File: src/rtl/capture_ctrl.sv
// -----------------------------------------------------------------------------
// capture_ctrl
//
// Sequences one DSO acquisition around the trigger block. Decimated samples are
// written into a circular capture RAM. Once enough pre-trigger samples are stored
// to leave room for the requested post-trigger window, the controller arms the
// trigger logic. After the trigger it counts trig_pos post-trigger samples, then
// freezes the buffer and reports the address of the last sample written.
//
// State sequence: IDLE -> FILL -> WAIT -> POST -> DONE -> IDLE
//   FILL : collecting pre-trigger samples, trigger ignored
//   WAIT : armed, waiting for triggered
//   POST : collecting trig_pos post-trigger samples
//   DONE : buffer frozen until the host acknowledges with clr_cap_done
//
// Ports
//   clk               system clock
//   rst               synchronous active-high reset
//   start_cap         1-cycle pulse, begins a capture (honoured only in IDLE)
//   trig_pos [AW]     post-trigger sample count, latched when a capture starts
//   smpl_en           sample strobe from the decimator, one sample per high cycle
//   triggered         trigger-logic output, held high until set_capture_done
//   clr_cap_done      host has read the buffer, releases DONE
//   we                RAM write enable
//   waddr [AW]        RAM write address, valid when we=1
//   armed             enough pre-trigger samples stored
//   trig_en           trigger logic enabled (FILL, WAIT, POST)
//   set_capture_done  1-cycle pulse on entry to DONE, clears triggered upstream
//   capture_done      level, capture complete and buffer frozen
//   trace_end [AW]    address of the last sample written
// -----------------------------------------------------------------------------
module capture_ctrl #(
    parameter int unsigned DEPTH = 512,
    parameter int unsigned AW    = $clog2(DEPTH)
) (
    input  logic          clk,
    input  logic          rst,
    input  logic          start_cap,
    input  logic [AW-1:0] trig_pos,
    input  logic          smpl_en,
    input  logic          triggered,
    input  logic          clr_cap_done,
    output logic          we,
    output logic [AW-1:0] waddr,
    output logic          armed,
    output logic          trig_en,
    output logic          set_capture_done,
    output logic          capture_done,
    output logic [AW-1:0] trace_end
);

    localparam logic [2:0] StIdle = 3'd0;
    localparam logic [2:0] StFill = 3'd1;
    localparam logic [2:0] StWait = 3'd2;
    localparam logic [2:0] StPost = 3'd3;
    localparam logic [2:0] StDone = 3'd4;

    // Sample counter saturation value and the arming threshold at the adder width.
    localparam logic [AW:0]   DepthCnt = (AW+1)'(DEPTH);
    localparam logic [AW+1:0] DepthSum = (AW+2)'(DEPTH);
    localparam logic [AW:0]   CntOne   = (AW+1)'(1);
    localparam logic [AW-1:0] AddrOne  = AW'(1);

    logic [2:0]    state_q, state_d;
    logic [AW-1:0] tp_q, tp_d;
    logic [AW-1:0] waddr_q, waddr_d;
    logic [AW:0]   smpl_cnt_q, smpl_cnt_d;
    logic [AW-1:0] post_cnt_q, post_cnt_d;
    logic          armed_q, armed_d;
    logic          set_done_q, set_done_d;
    logic          cap_done_q, cap_done_d;
    logic [AW-1:0] trace_end_q, trace_end_d;

    logic          active;
    logic          wr;
    logic [AW:0]   smpl_cnt_inc;
    logic [AW+1:0] arm_sum;
    logic          arm_hit;
    logic [AW-1:0] post_cnt_inc;

    // Writing states: the RAM follows the sample strobe directly.
    always_comb begin
        active = (state_q == StFill) || (state_q == StWait) || (state_q == StPost);
        wr     = active && smpl_en;
    end

    // Sample count including this cycle's write, saturating at DEPTH so the
    // arming comparison cannot wrap on long waits for the trigger.
    always_comb begin
        smpl_cnt_inc = smpl_cnt_q;
        if (wr && (smpl_cnt_q != DepthCnt)) begin
            smpl_cnt_inc = smpl_cnt_q + CntOne;
        end
    end

    // Arm once the stored samples leave exactly room for tp post-trigger samples
    // inside DEPTH, so the pre-trigger history is never overwritten.
    always_comb begin
        arm_sum = {1'b0, smpl_cnt_inc} + {2'b00, tp_q};
        arm_hit = (arm_sum >= DepthSum);
    end

    always_comb begin
        post_cnt_inc = post_cnt_q + AddrOne;
    end

    always_comb begin
        state_d     = state_q;
        tp_d        = tp_q;
        waddr_d     = waddr_q;
        smpl_cnt_d  = smpl_cnt_inc;
        post_cnt_d  = post_cnt_q;
        trace_end_d = trace_end_q;
        set_done_d  = 1'b0;

        if (wr) begin
            waddr_d = waddr_q + AddrOne;
        end

        case (state_q)
            StIdle: begin
                if (start_cap) begin
                    state_d    = StFill;
                    tp_d       = trig_pos;
                    waddr_d    = '0;
                    smpl_cnt_d = '0;
                    post_cnt_d = '0;
                end
            end
            StFill: begin
                if (arm_hit) begin
                    state_d = StWait;
                end
            end
            StWait: begin
                // A write in the trigger cycle is already counted as pre-trigger.
                if (triggered) begin
                    post_cnt_d = '0;
                    state_d    = (tp_q == '0) ? StDone : StPost;
                end
            end
            StPost: begin
                if (wr) begin
                    post_cnt_d = post_cnt_inc;
                    if (post_cnt_inc == tp_q) begin
                        state_d = StDone;
                    end
                end
            end
            StDone: begin
                // start_cap is deliberately not looked at here, even with clr_cap_done.
                if (clr_cap_done) begin
                    state_d = StIdle;
                end
            end
            default: begin
                state_d = StIdle;
            end
        endcase

        // waddr_d already points past the final write, so step back one.
        if ((state_d == StDone) && (state_q != StDone)) begin
            set_done_d  = 1'b1;
            trace_end_d = waddr_d - AddrOne;
        end

        armed_d    = (state_d == StWait) || (state_d == StPost);
        cap_done_d = (state_d == StDone);
    end

    always_ff @(posedge clk) begin
        if (rst) begin
            state_q     <= StIdle;
            tp_q        <= '0;
            waddr_q     <= '0;
            smpl_cnt_q  <= '0;
            post_cnt_q  <= '0;
            armed_q     <= 1'b0;
            set_done_q  <= 1'b0;
            cap_done_q  <= 1'b0;
            trace_end_q <= '0;
        end else begin
            state_q     <= state_d;
            tp_q        <= tp_d;
            waddr_q     <= waddr_d;
            smpl_cnt_q  <= smpl_cnt_d;
            post_cnt_q  <= post_cnt_d;
            armed_q     <= armed_d;
            set_done_q  <= set_done_d;
            cap_done_q  <= cap_done_d;
            trace_end_q <= trace_end_d;
        end
    end

    always_comb begin
        we               = wr;
        waddr            = waddr_q;
        armed            = armed_q;
        trig_en          = active;
        set_capture_done = set_done_q;
        capture_done     = cap_done_q;
        trace_end        = trace_end_q;
    end

endmodule

File: config.mk
export PLATFORM = sky130hd
export DESIGN_NAME = capture_ctrl
export DESIGN_NICKNAME = d
export VERILOG_FILES = /design/src/rtl/capture_ctrl.sv
export SDC_FILE = /design/constraint.sdc
export NUM_CORES = 1
export LEC_CHECK = 0
export BUFFER_PORTS_ARGS = -buffer_cell sky130_fd_sc_hd__buf_2
export CORE_ASPECT_RATIO = 0.6
export CORE_MARGIN = 8
export CORE_UTILIZATION = 45
export CTS_BUF_LIST = sky130_fd_sc_hd__clkbuf_8
export CTS_CLUSTER_DIAMETER = 50
export DETAILED_ROUTE_END_ITERATION = 10
export PLACE_DENSITY = 0.73
export SYNTH_ARGS = -nofsm -noshare
export SYNTH_HDL_FRONTEND = slang
export SYNTH_SLANG_ARGS = --single-unit
File: constraint.sdc
create_clock -name clk -period 6.8 [get_ports clk]
set_input_delay 1.02 -clock clk [delete_from_list [all_inputs] [get_ports clk]]
set_output_delay 1.02 -clock clk [all_outputs]
set_load 0.01 [all_outputs]
# After elaboration in Yosys (flattened, before gate mapping)
# Cells that the tools add are included.
[word_totals]
ff_bits = 52
elab_cells = 58
inputBits = 15
out_inout_bits = 23
[op_classes]
n_lt_le_gt_ge = 1
n_mux = 19
addsub = 5
reduce_logical = 11
eq_ne = 13
[op_table]
columns = ["op", "count"]
rows = [
  ["$mux W9", 6],
  ["$mux W10", 3],
  ["$pmux W9 S3", 1],
  ["$mux W3", 7],
  ["$add A9 B1 Y9 const B", 2],
  ["$pmux W3 S5", 1],
  ["$eq A3 B2 Y1 const B", 4],
  ["$add A10 B9 Y11", 1],
  ["$ge A11 B10 Y1 const B", 1],
  ["$add A10 B1 Y10 const B", 1],
  ["$ne A10 B10 Y1 const B", 1],
  ["$eq A9 B9 Y1", 1],
  ["$logic_not A9 Y1", 1],
  ["$sub A9 B1 Y9 const B", 1],
  ["$eq A3 B3 Y1 const B", 2],
  ["$ne A2 B2 Y1 const B", 3],
  ["$reduce_and A4 Y1", 1],
  ["$eq A3 B1 Y1 const B", 1],
  ["$logic_and A1 B1 Y1", 3],
  ["$logic_not A3 Y1", 1],
  ["$logic_or A1 B1 Y1", 3],
  ["$ne A3 B3 Y1 const B", 1],
  ["$reduce_bool A3 Y1", 1],
  ["$reduce_and A2 Y1", 1],
  ["$mux W1", 1],
]

# Longest topological paths before layout
[logic_depth]
ltp_word = 13
mapped_depth = 16
mapped_depth_nobuf = 14

# Least setup slack after synthesis
# OpenSTA, ideal clock, no wires.
[synth_timing]
path_type = "input port to flip-flop"
from = "input port smpl_en"
to = "register armed_q, in the netlist armed"
required_ns = 6.683
path_stages = 14
path_buffers = 1
setup_ns = 0.117
setup_slack_ns = 3.557
t_arrival_ns = 3.126
path_cell_list = "buf_2 -> nand2_4 -> inv_2 -> and3_1 -> nand4_1 -> xnor2_1 -> ha_1 -> a21oi_1 -> nor2_1 -> a2111oi_0 -> nand3_1 -> mux2i_1 -> nor2_1 -> a22o_1"
[synth_between]
elab_chain_len = 9
elab_cells_between_ends = 11
cone_classes = "add/sub: 1; order compare: 1; eq/ne: 2; mux: 4; reduce/logical: 3"
[synth_lines]
columns = ["item", "line", "text"]
rows = [
  ["start, declared", "40", "input logic smpl_en,"],
  ["$logic_and A1 B1 Y1 *", "84", "wr = active && smpl_en;"],
  ["via we", "43", "output logic we,"],
  ["$logic_and A1 B1 Y1", "91", "if (wr && (smpl_cnt_q != DepthCnt)) begin"],
  ["$mux W10", "91", ""],
  ["$add A10 B9 Y11", "99", "arm_sum = {1'b0, smpl_cnt_inc} + {2'b00, tp_q};"],
  ["$ge A11 B10 Y1", "100", "arm_hit = (arm_sum >= DepthSum);"],
  ["$mux W3", "131", "if (arm_hit) begin"],
  ["$pmux W3 S5 *", "120", "case (state_q)"],
  ["$eq A3 B2 Y1", "167", "armed_d = (state_d == StWait) || (state_d == StPost);"],
  ["$logic_or A1 B1 Y1 *", "167", ""],
  ["end signal, assigned", "188", "armed_q <= armed_d;"],
  ["end, declared", "69", "logic armed_q, armed_d;"],
]
# Mark *: on every way through the listed nets, which the timed path passes. The rest lies on a longest branch.
# A chain may end at the register's enable or synchronous reset.

# Worst setup path after layout
[layout_timing]
from = "register state_q[0]"
to = "register state_q[1]"
[layout_between]
elab_chain_len = 10
elab_cells_between_ends = 15
cone_classes = "add/sub: 1; order compare: 1; eq/ne: 4; mux: 4; reduce/logical: 5"
[layout_lines]
columns = ["item", "line", "text"]
rows = [
  ["start, declared", "64", "logic [2:0] state_q, state_d;"],
  ["start signal, assigned", "173", "state_q <= StIdle;"],
  ["start signal, assigned", "183", "state_q <= state_d;"],
  ["$eq A3 B1 Y1 or $eq A3 B2 Y1 (tied branches)", "83, 120", ""],
  ["$logic_or A1 B1 Y1 (2 in a row)", "83", "active = (state_q == StFill) || (state_q == StWait) || (state_q == StPost);"],
  ["$logic_and A1 B1 Y1", "84", ""],
  ["$logic_and A1 B1 Y1", "91", ""],
  ["$mux W10", "91", ""],
  ["$add A10 B9 Y11", "99", ""],
  ["$ge A11 B10 Y1", "100", ""],
  ["$mux W3", "131", ""],
  ["$pmux W3 S5 *", "120", ""],
]
# Mark *: on every way between the ends. The rest lies on a longest branch, timed or not.

==> key figures <==
Cells and area
  • Fin nets: 436
  • Finished Layout Cells: 491
  • Synthesis-to-layout area growth: 10.0%
  • Antenna Cells: 0
  • Share of cells above drive strength 1: 16.6%
  • Final non-filler cell area: 3500 µm²

Placement
  • DP Area: 3380 µm²
  • Final weighted congestion of routability-driven global placement: 0.828
  • Dpl cells: 483
  • DP HPWL: 6010 µm
  • Port bufs: 37

GRT
  • Vias in the first global route: 2,593
  • Pin count of the biggest net entering global routing: 40
  • Remaining Overflow, GRT: 0
  • GR Util All Layers: 15.8%
  • Antenna violations before repair: 0
  • First-pass GRT wire length: 13,200 µm

Yosys
  • Yosys top cell area share: 32.7%
  • Async set-reset flop share out of synthesis: 0%
  • Net Count, Synth: 412
  • Netlist cell types: 61
  • Synth Instances: 379
  • Mapped Area: 3180 µm²
  • Warnings, synthesis: 0
  • Synth top cells by count: dfxtp_1 (52), nor2_1 (44), nand2_1 (38)
  • Synth area leader: dfxtp_1
  • Dominant synthesized flop cell: dfxtp_1
  • Synthesis-stage register bit count: 52
  • EDFF count, synth: 0
  • Synth area leaders: dfxtp_1 (33%), ha_1 (6.7%), nor2_1 (5.2%), xor2_1 (5.0%), a21oi_1 (4.6%)
  • Syn Area/Cell: 8.40 µm²
  • Most common cell in the netlist: dfxtp_1
  • Seq/Total Area, Yosys: 32.7%

Pwr
  • Leak: 1.51 nW
  • Pwr Density: 179 nW/µm²
  • VDD IR max: 110 µV

Floorplan
  • Die Wd: 125 µm
  • Total die area: 10,100 µm²
  • Core Area: 6760 µm²
  • Die height: 81.1 µm
  • Row count: 23
  • Initial Util: 47.1%
  • Top-Level Pins: 38

STA
  • Setup Skew: 0.00438 ns
  • Final setup fails: 0
  • Setup TNS: 0 ns
  • Slew Limit Headroom: 50.7%
  • WHS: 0.501 ns
  • Max-slew violations: 0
  • Slew @ Worst Pin: 0.740 ns
  • FMAX: 281 MHz
  • Fin. Hold Viols: 0
  • Tcrit/Tclk final: 52.4%
  • Period minus WS final: 3.56 ns
  • RSZ-0062 raised after global routing: false

Setup path
  • Crit path required time: 7.01 ns
  • Crit path from: state_q[0]
  • Crit. End Element: flop
  • CP startpoint kind: flop
  • CP Max Fanout: 14
  • WS Path Type: flop to flop
  • Origin of the critical flop-to-flop path: state_q[0]
  • Arrival @ worst endpoint: 3.77 ns

Run status
  • Outcome: completed

Clocking
  • TritonCTS buffer count: 5
  • # clock sinks: 52
  • H-tree levels: 2
  • CTS Hold Bufs: 0
  • Root Buffer Master: clkbuf_8
  • Maximum buffer depth of the clock tree: 2
  • Clock latency on the worst-skew pair: 0.31 ns
  • Clock transition at the registers of the reported paths: 0.09 ns
  • Resize count post-CTS: 0
  • TritonCTS clock tree: yes
  • Number of setup buffers added after CTS: 0

Routing
  • Post-route ant nets: 0
  • First DRT Iteration DRCs: 231
  • Vias per cell: 5.68
  • WL final: 7880 µm
  • WL/cell: 16.0 µm
  • TritonRoute pass-1 iters: 5
  • Post-route DRC: 0
  • Overall via count from detail_route: 2,791

Hold path
  • Hold path start: trace_end[2]
  • HP Class: flop to flop

Flow run
  • Max cap viols: 0
-- logic make-up (layout without fill, tap and decap cells) --
| kind of cell | after synthesis | after routing | synth area share [%] |
|---|---|---|---|
| buffers and inverters | 31 | 56 | 4.60 |
| and+or+nand+nor | 167 | 167 | 28.5 |
| DFF | 52 | 52 | 32.7 |
| muxes | 8 | 8 | 2.71 |
| xor gates and xnor gates | 34 | 34 | 9.36 |
| AOI/OAI and AO/OA | 69 | 69 | 14.9 |
| adders and majority gates | 18 | 18 | 7.31 |
-- worst max-delay path: stages, from the launching register on --
cell and delay, ns:
dfxtp_1 0.63, o21ba_1 0.48, nand2_4 0.11, inv_2 0.15, and3_1 0.19, nand4_1 0.12
xnor2_1 0.16, ha_1 0.18, a21oi_1 0.13, nor2_1 0.06, a2111oi_0 0.56, nand3_1 0.16
mux2i_1 0.25, nor2_1 0.09, a22o_1 0.20
-- power breakdown --
group	switching, W	leakage, nW	internal, W	total [W]
clock	0.000106	0.0645	0.000130	0.000236
sequential	0.0000120	0.421	0.000310	0.000322
combinational	0.0000428	1.02	0.0000268	0.0000696
total	0.000161	1.51	0.000466	0.000627
-- layout make-up --
| cell class | instances | area, µm² |
|---|---|---|
| fill | 629 | 3260 |
| multi-input combinational | 296 | 2000 |
| sequential | 52 | 1040 |
| timing repair buffer | 38 | 193 |
| tap | 87 | 109 |
| clock buffer | 7 | 96.3 |
| inverter | 10 | 37.5 |
| clock inverter | 1 | 30.0 |
-- flip-flops by register name (all words and copies together) (netlist names) --
signal	count
armed	1
state_q	3
post_cnt_q	9
set_capture_done	1
waddr	9
trace_end	9
smpl_cnt_q	10
capture_done	1
tp_q	9
-- per-stage QoR --
step	total power, W	utilization (%)	setup slack, ns
6_report	0.000627	51.8	3.24
3_3_place_gp	0.000395	49.9	3.32
5_1_grt	0.000654	51.8	2.85
2_1_floorplan	0.000378	-	3.56
4_1_cts	0.000632	51.8	3.33
3_5_place_dp	0.000397	49.9	3.26
-- layout by cell type, fill, tap and decap left out, types with 2 or more instances in the layout --
cell type   n
dfxtp_1    52
nand4_1    12
nand3_1    10
mux2i_1     6
nor4_1      2
and4_1      2
a211oi_1    3
and2_1      2
o21a_1      4
o21ai_4     2
nor2b_1    11
a22o_1      2
and3_1     11
a211oi_2    3
inv_1       9
xnor2_1    16
nor3_1      7
ha_1       17
or3b_2      4
o31ai_1     2
a21o_1      2
nor2_1     44
xor2_1     18
a21oi_1    29
nand2_1    38
or3_1       4
clkbuf_8    7
and4b_1     2
o21ai_0    10
nand2b_1    5
buf_2      37
-- worst paths after layout --
| check | end | slack (ns) | cells past startpoint |
|---|---|---|---|
| worst min register to register | trace_end[2] | 0.50 | 2 |
| worst max-delay path | state_q[1] | 3.24 | 14 |
| worst min-delay path | trace_end[2] | 0.50 | 2 |
| worst max register to register | state_q[1] | 3.24 | 14 |
-- layer usage --
layer	track usage [%]	vias up	part of all wire, %
met5	0	-	0
met4	4.06	0	0.89
met3	4.29	8	7.4
met2	22.0	92	39
met1	23.2	1303	53
li1	-	1388	-
No activity file was read; power rests on OpenSTA's default activity.
